**src/rtl/tdc_fifo_write_arbiter.sv**
```systemverilog
// Round-robin arbiter that shares one FIFO write port between N_CH TDC channels.
// Holds wr_en until the FIFO writer reports done, with a timeout abort for stuck writes.
module tdc_fifo_write_arbiter #(
  parameter int unsigned N_CH    = 4,
  parameter int unsigned DATA_W  = 16,
  parameter int unsigned TIMEOUT = 4000,
  parameter int unsigned TMR_W   = 12
) (
  input  logic                      clk,
  input  logic                      rst,
  input  logic [N_CH-1:0]           req,
  input  logic [N_CH*DATA_W-1:0]    data_in,
  input  logic                      fifo_full,
  input  logic                      f_FIFO_writing_done,
  output logic                      wr_en,
  output logic [DATA_W-1:0]         wr_data,
  output logic [$clog2(N_CH)-1:0]   grant_id,
  output logic [N_CH-1:0]           ack,
  output logic                      timeout_err,
  output logic                      busy
);

  localparam int unsigned ID_W = $clog2(N_CH);

  typedef enum logic [1:0] {
    IDLE,
    WRITE,
    RELEASE
  } state_t;

  state_t            state, state_n;
  logic [ID_W-1:0]   rr_ptr, rr_ptr_n;
  logic [TMR_W-1:0]  timer, timer_n;
  logic              wr_en_n, timeout_err_n, busy_n;
  logic [DATA_W-1:0] wr_data_n;
  logic [ID_W-1:0]   grant_id_n;
  logic [N_CH-1:0]   ack_n;

  logic [DATA_W-1:0] ch_data [N_CH];
  logic [ID_W-1:0]   sel_id, scan_id;
  logic              sel_found;

  for (genvar g = 0; g < N_CH; g++) begin : g_unpack
    assign ch_data[g] = data_in[g*DATA_W +: DATA_W];
  end

  // Scan starts one past the last served channel so it gets lowest priority next.
  always_comb begin
    sel_id    = '0;
    scan_id   = '0;
    sel_found = 1'b0;
    for (int unsigned off = 1; off <= N_CH; off++) begin
      scan_id = ID_W'((32'(rr_ptr) + off) % N_CH);
      if (!sel_found && req[scan_id]) begin
        sel_found = 1'b1;
        sel_id    = scan_id;
      end
    end
  end

  always_comb begin
    state_n       = state;
    rr_ptr_n      = rr_ptr;
    timer_n       = timer;
    wr_en_n       = wr_en;
    wr_data_n     = wr_data;
    grant_id_n    = grant_id;
    ack_n         = '0;
    timeout_err_n = 1'b0;

    case (state)
      IDLE: begin
        if (sel_found && !fifo_full) begin
          state_n    = WRITE;
          wr_en_n    = 1'b1;
          grant_id_n = sel_id;
          wr_data_n  = ch_data[sel_id];
          timer_n    = '0;
        end
      end
      WRITE: begin
        // Completion takes priority over a timeout reached in the same cycle.
        if (f_FIFO_writing_done) begin
          state_n         = RELEASE;
          wr_en_n         = 1'b0;
          ack_n[grant_id] = 1'b1;
          rr_ptr_n        = grant_id;
        end else if (timer == TMR_W'(TIMEOUT)) begin
          state_n       = RELEASE;
          wr_en_n       = 1'b0;
          timeout_err_n = 1'b1;
          rr_ptr_n      = grant_id;
        end else begin
          timer_n = timer + TMR_W'(1);
        end
      end
      RELEASE: begin
        state_n = IDLE;
      end
      default: begin
        state_n = IDLE;
        wr_en_n = 1'b0;
      end
    endcase

    busy_n = (state_n != IDLE);
  end

  always_ff @(posedge clk) begin
    if (rst) begin
      state       <= IDLE;
      rr_ptr      <= ID_W'(N_CH - 1);
      timer       <= '0;
      wr_en       <= 1'b0;
      wr_data     <= '0;
      grant_id    <= '0;
      ack         <= '0;
      timeout_err <= 1'b0;
      busy        <= 1'b0;
    end else begin
      state       <= state_n;
      rr_ptr      <= rr_ptr_n;
      timer       <= timer_n;
      wr_en       <= wr_en_n;
      wr_data     <= wr_data_n;
      grant_id    <= grant_id_n;
      ack         <= ack_n;
      timeout_err <= timeout_err_n;
      busy        <= busy_n;
    end
  end

endmodule

```
**config.mk**
```make
export PLATFORM = sky130hd
export DESIGN_NAME = tdc_fifo_write_arbiter
export DESIGN_NICKNAME = d
export VERILOG_FILES = /design/src/rtl/tdc_fifo_write_arbiter.sv
export SDC_FILE = /design/constraint.sdc
export NUM_CORES = 1
export LEC_CHECK = 0
export ABC_AREA = 1
export CORE_ASPECT_RATIO = 0.5
export CORE_MARGIN = 2
export CORE_UTILIZATION = 49
export CTS_BUF_LIST = sky130_fd_sc_hd__clkbuf_8
export CTS_CLUSTER_DIAMETER = 40
export DETAILED_ROUTE_END_ITERATION = 10
export GPL_ROUTABILITY_DRIVEN = 0
export PLACE_DENSITY = 0.88
export SLEW_MARGIN = 0
export SYNTH_ARGS = -nofsm -noshare
export SYNTH_HDL_FRONTEND = slang
export SYNTH_SLANG_ARGS = --single-unit
```
**constraint.sdc**
```tcl
create_clock -name clk -period 2.7 [get_ports clk]
set_input_delay 0.54 -clock clk [delete_from_list [all_inputs] [get_ports clk]]
set_output_delay 0.54 -clock clk [all_outputs]
set_load 0.01 [all_outputs]
```
Word-level counts from Yosys, hierarchy flattened:

Cells that the tools add are included.

* register bits: 41
* input bits: 72
* word-level logic and storage cells: 87

* $add $sub $neg: 5
* magnitude comparators: 7
* eq/ne operators: 7
* mux-type cells: 36
* bitwise gates (word level): 4
* reductions and logical operators: 19

Operators with widths (number)
* $mux W12: 3
* $bmux W16 S2: 1
* $mux W16: 2
* $pmux W12 S2: 1
* $mux W2: 9
* $lt A2 B3 Y1 const B: 5
* $mux W1: 13
* $add A12 B1 Y12 const B: 1
* $eq A12 B12 Y1 const B: 1
* $bmux W1 S2: 4
* $ne A2 B2 Y1 const B: 3
* $reduce_bool A2 Y1: 3
* $reduce_or A3 Y1: 2
* $logic_and A1 B1 Y1: 5
* $add A2 B1 Y2 const B: 2
* $add A2 B2 Y2 const B: 2
* $logic_not A1 Y1: 4
* $pmux W2 S2: 1
* $reduce_and A2 Y1: 2
* $reduce_and A4 Y1: 1
* $ge A3 B3 Y1 const B: 1
* $ne A3 B3 Y1 const B: 1
* $not A1 Y1: 3
* $not A2 Y3: 1
* 7 further kinds: 7

Longest topological paths before layout:

Gate-level depths: netlist of run 1.

* depth in word-level cells: 17
* gate-level depth with buffers: 17

Worst setup path before layout of run 1:

OpenSTA, ideal clock, no wires.

* path type: input port to flip-flop
* start point: input port req[1]
* end point: register wr_data[10]
* data arrival time: 1635 ps
* data required time: 2587 ps
* path slack: 952 ps
* stages on the path: 13
* cells stage by stage: nand2_1 nand2_1 nand2_1 nand2_1 nor2_4 nand2_1 nor2_2 inv_2 nand2_4 buf_6 nand3_1 nand3_1 nand2_1

* cells in the longest elaborated chain, start to end: 16
* elaborated cells between the ends (all ways): 28
* classes of those cells: 19 x mux; 1 x bitwise; 8 x reduce/logical

Ends and longest elaborated chain
* from (decl): RTL line 11 `input logic [N_CH-1:0] req,`
* $bmux W1 S2: RTL line 54 `if (!sel_found && req[scan_id]) begin`
* $mux W1 (not written as such): RTL line 54
* $mux W1: RTL line 54
* $logic_not A1 Y1: RTL line 54
* $logic_and A1 B1 Y1: RTL line 54
* $mux W1: RTL line 54
* $logic_not A1 Y1: RTL line 54
* $logic_and A1 B1 Y1: RTL line 54
* $mux W1: RTL line 54
* $logic_not A1 Y1: RTL line 54
* $logic_and A1 B1 Y1: RTL line 54
* $mux W2: RTL line 54
* $not A2 Y3 (not written as such): RTL line 77 `wr_data_n = ch_data[sel_id];`
* $bmux W16 S2: RTL line 77
* $mux W16 (not written as such) (2 in a row): RTL line 77
* to (signal assigned): RTL line 125 `wr_data <= wr_data_n;`
* to (decl): RTL line 16 `output logic [DATA_W-1:0] wr_data,`

Parallel ways exist; a longest one is shown, timed or not. The select of a mux whose other input is x is not followed.
A chain may end at the register's enable or synchronous reset.

Final worst setup path of run 1:

* start point: input port req[2]
* end point: register wr_data[2]

Same word-level chain as after synthesis.

==> reports/metrics.csv, run 1 <==
metric;value;unit
outcome;completed;
final wirelength;7360;µm
# placed instances;569;
initial antenna violation count;0;
Crit path largest cell delay;500;ps
PostCTS Resize Cnt;0;
Vias;2942;
fill cell count;436;
Worst path most repeated cell;nand2_1;
CTS tree;built;
FF+latch count, synth;41;
sequential fraction of the synthesis area;31.9;%
Max Clock Freq;476;MHz
asr flop ratio synth;0;%
FP Rows;18;
Worst EP arrival;2300;ps
ANT nets after route;0;
Setup CP Type;in -> reg;
post-route clock period utilization;77.7;%
Non-Filler Instances;577;
Hold-fix buffers, CTS;0;
CTS Sinks;41;
ys flop type;dfxtp_1;
Layout area overhead;43.5;%
IO Pins;97;
PortBufs;96;
postcts setup bufs;0;
Post-Syn Nets;488;
Max Cap Viol;0;
vias in the first global route;2612;
setup TNS;0;ps
Hold Vio Cnt, Final;0;
Ys Warns;0;
Hold Path Class;reg -> reg;
critical path's slowest cell;clkdlybuf4s50_1;
Die Wd;107;µm
chip height;55.3;µm
aggregate global-route resource usage;24.9;%
Initial Util;51.5;%
HPWL after DPL;5450;µm
Post-Syn Area;2570;µm²
Clk pin slew, worst setup/hold paths;80;ps
Tot Pwr;1.91;mW
deepest clock path buffer count;2;
initial DRC count;151;
CORE AREA;5000;µm²
Required @ worst endpoint;2900;ps
syn_area_per_cell;6.22;µm²
RSZ-0062 raised after global routing;no;
Crit path max-delay family;simple AND/OR/NAND/NOR gates;
DP Area;3580;µm²
worst IR drop on VDD;0.000352;V
share of cells above drive strength 1;7.50;%
crit path cell chain;clkdlybuf4s50_1, nand2_1, nand2_1, nand2_1, nand2_1, nand2_1, nand3_1, nand2_2, nand2_2, buf_12, nand2_1, nand3_1, nand3_1, nand2_1, inv_1;
final slew viol count;0;
Tmin final;2100;ps
DRC viols;0;
Nets;580;
first-pass GRT wire length;12000;µm
Remaining Overflow, GRT;0;
P per Cell Area;518;nW/µm²
EDFF count, synth;0;
worst path bufs/invs;3;
DR WL/cell;12.8;µm
first drt pass iteration count;4;
final setup violation count;0;
final instance area;3700;µm²
slew at the pin with the worst max-slew slack;464;ps
worst skew pair latency;290;ps
H-Tree Depth;2;
vias per std cell;5.10;
Worst Path Max Fanout;32;
crit start category;input pin;
endpoint class of the critical path;flip-flop;
CTS Root Cell;clkbuf_8;
number of antenna repair diodes;0;
final clock skew;4.96;ps
Pleak;1.62;nW
cts bufs inserted;5;
largest net degree at the start of global routing;33;
die area;5890;µm²
Slew headroom;68.8;%
count of cell types in the netlist;27;
Mapped Cells;414;
-- stage by stage --
stage | worst slack (ps) | hold slack (ps) | util, %
3_5_place_dp | 304 | 444 | 71.7
4_1_cts | 612 | 459 | 73.9
6_report | 601 | 457 | 73.9
2_1_floorplan | 952 | 456 | -
3_3_place_gp | 377 | 435 | 71.7
5_1_grt | 405 | 477 | 73.9
-- synthesized netlist by cell type (3+ instances only) --
master | instances | area (µm²)
xor2_1 | 4 | 35.0
inv_2 | 7 | 26.3
buf_2 | 6 | 30.0
nor2_1 | 25 | 93.8
nand4_1 | 3 | 18.8
inv_1 | 39 | 146
clkbuf_1 | 5 | 18.8
nor3_1 | 9 | 45.0
buf_6 | 4 | 45.0
nand3_1 | 92 | 460
nand2_1 | 133 | 499
nand2_2 | 9 | 56.3
a21oi_1 | 13 | 65.1
o21ai_0 | 3 | 15.0
dfxtp_1 | 41 | 821
nor4_1 | 3 | 18.8
nand2_4 | 3 | 33.8
-- state kept, by name, indices dropped and copies added (netlist names) --
signal / count
state: 2
busy: 1
timeout_err: 1
rr_ptr: 2
wr_data: 16
ack: 4
wr_en: 1
grant_id: 2
timer: 12
-- worst paths after layout --
check / cells after the start / slack (ps) / from / endpoint
setup / recovery: 15 / 600 / req[2] / wr_data[2]$_SDFFE_PP0P_
hold / removal: 2 / 460 / wr_data[3]$_SDFFE_PP0P_ / wr_data[3]$_SDFFE_PP0P_
setup reg to reg: 16 / 700 / rr_ptr[0]$_SDFFE_PP1P_ / wr_data[2]$_SDFFE_PP0P_
hold reg to reg: 2 / 460 / wr_data[3]$_SDFFE_PP0P_ / wr_data[3]$_SDFFE_PP0P_
-- cells in the final DEF (no fill, tap or decap), types with 3 or more instances in the layout --
master / netlist / layout
a21oi_1: 13 / 13
buf_4: 2 / 4
clkbuf_8: 0 / 5
clkdlybuf4s50_1: 0 / 96
dfxtp_1: 41 / 41
inv_1: 39 / 40
inv_2: 7 / 7
nand2_1: 133 / 133
nand2_2: 9 / 9
nand2_4: 3 / 3
nand3_1: 92 / 92
nand4_1: 3 / 3
nor2_1: 25 / 25
nor3_1: 9 / 9
nor4_1: 3 / 3
o21ai_0: 3 / 3
xor2_1: 4 / 4
-- cells by family after synthesis --
family / count (synthesis) / synth area share (%)
XOR/XNOR: 6 / 2.04
adder cells (fa/ha/maj): 2 / 0.972
buffers and inverters: 64 / 11.2
AND/OR/NAND/NOR: 281 / 49.4
AO/OA/AOI/OAI: 20 / 4.52
flip-flops: 41 / 31.9
-- final cells by class --
class | instances | area (µm²) | area share [%]
multi-input combinational | 309 | 1470 | 39.7
timing repair buffer | 102 | 1030 | 27.9
sequential | 41 | 821 | 22.2
inverter | 47 | 179 | 4.84
tap | 70 | 87.6 | 2.37
clock buffer | 5 | 68.8 | 1.86
clock inverter | 3 | 42.5 | 1.15
-- worst register-to-register path, stage by stage, from the launching register on --
cell     delay [ps]
dfxtp_1         530
inv_4           110
nand2_1          80
nand2_1          80
nand2_1          90
nand2_1          90
nand2_1         100
nand2_1          60
nand2_1          70
nand2_2          90
nand2_2          90
buf_12          170
nand2_1          80
nand3_1          60
nand3_1          90
nand2_1          70
inv_1            30
-- layer usage --
layer	routed length, µm	vias up	global-route usage, %	part of all wire (%)
met4	86	0	7.42	1.2
met3	573	7	4.60	7.8
met5	0	-	0	0
met1	3240	1317	32.9	44
met2	3460	109	41.9	47
li1	-	1509	-	-
-- report_power, final --
part           switching, mW  internal [mW]
sequential            0.0353          0.655
combinational          0.396          0.337
clock                  0.217          0.274
total                  0.648           1.27
Power figures use the tool's default switching activity.
==> run 2, diff against run 1 <==
Settings changed: CORE_UTILIZATION 49 to 41, PLACE_DENSITY 0.88 to 0.78.
Clock period 2.7 ns to 1.9 ns, I/O delays scaled along.
==> run 2 against run 1 <==
  * Count of clock-buffer cells in the layout did not move
  * Core utilization decreased by 8.7 points
  * First-iteration DRC count rose by 15%
  * Via count up 2.1%
  * Clock power rose by 23%
  * Sequential share of layout area shrank 1.2 points
  * Worst hold slack worse by 3.6 ps
  * Final area grew 6.9%
  * Largest cell class unchanged
  * Largest power group unchanged
  * Highest routed layer unchanged
==> reports/metrics.csv, run 2 (synthesized netlist as in run 1, its figures left out) <==
metric;value;unit
deepest clock path buffer count;2;
clock power share;22.1;%
reg2reg path depth;15;
CTS Root Cell;clkbuf_8;
chip height;60.0;µm
largest net degree at the start of global routing;26;
R2R Setup Slk;60;ps
register share of total power;35.8;%
Setup CP Type;reg -> reg;
RR Startpoint;rr_ptr[1]$_SDFFE_PP1P_;
Clk pin slew, worst setup/hold paths;90;ps
Tmin final;1840;ps
Sw Ratio;36.4;%
share of cells above drive strength 1;14.9;%
worst IR drop on VDD;0.000407;V
final wirelength;7810;µm
Die Wd;116;µm
H-Tree Depth;2;
aggregate global-route resource usage;21.3;%
Crit path max-delay family;simple AND/OR/NAND/NOR gates;
commonest non-fill, non-tap cells in the layout;nand2_1 (115), nand3_1 (92), clkdlybuf4s50_1 (92), dfxtp_1 (39), inv_1 (38);
PortBufs;96;
final setup violation count;0;
Required @ worst endpoint;2140;ps
Worst Hold Slack;454;ps
final slew viol count;0;
Vias;3004;
crit start category;flip-flop;
most common cell after layout, fill and taps aside;nand2_1;
endpoint class of the critical path;flip-flop;
Worst path most repeated cell;nand2_2;
crit path cell chain;inv_2, nand2_1, nand2_2, nand2_2, nand2_4, nor2_4, nand3_4, nand2_2, inv_2, nand2_8, buf_4, nor2_4, buf_12, nand2_1, o21ai_0;
DRC viols;0;
Max Clock Freq;545;MHz
vias per std cell;4.91;
first drt pass iteration count;4;
worst path bufs/invs;4;
terminus of the critical flop-to-flop path;grant_id[0]$_SDFFE_PP0P_;
HP Start;wr_data[11]$_SDFFE_PP0P_;
CTS tree;built;
DR WL/cell;12.8;µm
die area;6970;µm²
IO Pins;97;
Worst EP arrival;2070;ps
Hold Vio Cnt, Final;0;
Worst Path Max Fanout;14;
worst skew pair latency;310;ps
Int Power;1.74;mW
Remaining Overflow, GRT;0;
HPWL after DPL;5460;µm
register area;828;µm²
post-route clock period utilization;96.6;%
Hold Path Class;reg -> reg;
Pleak;1.73;nW
ANT nets after route;0;
final clock skew;7.37;ps
Max Cap Viol;0;
number of antenna repair diodes;0;
Layout area overhead;53.4;%
Crit path largest cell delay;370;ps
fill cell count;527;
FP Rows;20;
CTS Sinks;41;
max reg flops;16;
outcome;completed;
critical path's slowest cell;dfxtp_4;
switching power;0.998;mW
Multi-input gate area;1550;µm²
Regs by FF count;wr_data: 16 flops, timer: 12 flops, ack: 4 flops;
P per Cell Area;694;nW/µm²
worst hold path depth;2;
initial DRC count;173;
Comb pwr share;42.2;%
first-pass GRT wire length;11500;µm
initial antenna violation count;0;
RSZ-0062 raised after global routing;yes;
slew at the pin with the worst max-slew slack;422;ps
Initial Util;42.5;%
CORE AREA;6060;µm²
Slew headroom;71.6;%
vias in the first global route;2608;
Nets;597;
WHS Endpoint;wr_data[11]$_SDFFE_PP0P_;
cts bufs inserted;5;
Top reg by flops;wr_data;
Tot Pwr;2.74;mW
## run 2: cell count changes in the layout (fill, tap and decap cells not counted), moves of 3 or more
| cell | change |
|---|---|
| clkdlybuf4s50_1 | -4 |
| dlymetal6s2s_1 | +4 |
| buf_6 | +3 |
| nand2_1 | -18 |
| nand2_2 | +17 |
| buf_4 | +12 |
## run 2: tightest hold or removal path: stages (launching register included)
cell and delay, ps:
dfxtp_1 320, nand2_1 60, nand2_1 40
## run 2: power groups by stage
stage	logic, mW	registers, mW	clock network (mW)
final	1.16	0.980	0.604
after global routing	1.27	0.987	0.652
after CTS	1.08	0.980	0.621
after detailed placement	1.08	0.998	0
after global placement	1.07	1.00	0
after floorplan	0.599	1.02	0
## run 2: through the flow
stage,setup TNS [ps],setup slack [ps],std cells,cell area [µm²],util [%]
after floorplan,0,249,414,2570,-
after global placement,-6230,-268,599,3710,61.3
after detailed placement,-7060,-273,599,3710,61.3
after CTS,0,60.0,607,3800,62.8
after global routing,-1190,-94.9,612,3950,65.2
final,0,64.6,612,3950,65.2
## run 2: area by class of cell
cell class	instances	share of cell area, %
Inverter	47	4.69
Sequential cell	41	21.0
Clock buffer	5	1.74
Timing Repair Buffer	118	30.0
Clock inverter	3	0.570
Tap cell	88	2.79
Multi-Input combinational cell	310	39.2
## run 2: routing by layer
metal  up-vias  part of all wire, %  track usage [%]
li1       1547                    -                -
met1      1339                   46             26.3
met2        96                   46             35.8
met3        22                  5.8             5.88
met4         0                  2.4             8.16
met5         -                    0                0
## run 2: repair_timing
action                                  CTS  global route
buffers inserted                          0             4
hold buffers                              0             0
endpoints found under the setup margin    0            30
gates resized for setup                   0            36
## run 2: worst max path at each step
| stage | start | end | cells past startpoint |
|---|---|---|---|
| floorplan | rr_ptr[0]$_SDFFE_PP1P_ | wr_data[10]$_SDFFE_PP0P_ | 15 |
| global placement | req[2] | wr_data[14]$_SDFFE_PP0P_ | 14 |
| detailed placement | req[2] | wr_data[6]$_SDFFE_PP0P_ | 14 |
| CTS | req[2] | wr_data[14]$_SDFFE_PP0P_ | 14 |
| global route | rr_ptr[1]$_SDFFE_PP1P_ | wr_data[1]$_SDFFE_PP0P_ | 15 |
| finish | rr_ptr[1]$_SDFFE_PP1P_ | grant_id[0]$_SDFFE_PP0P_ | 15 |
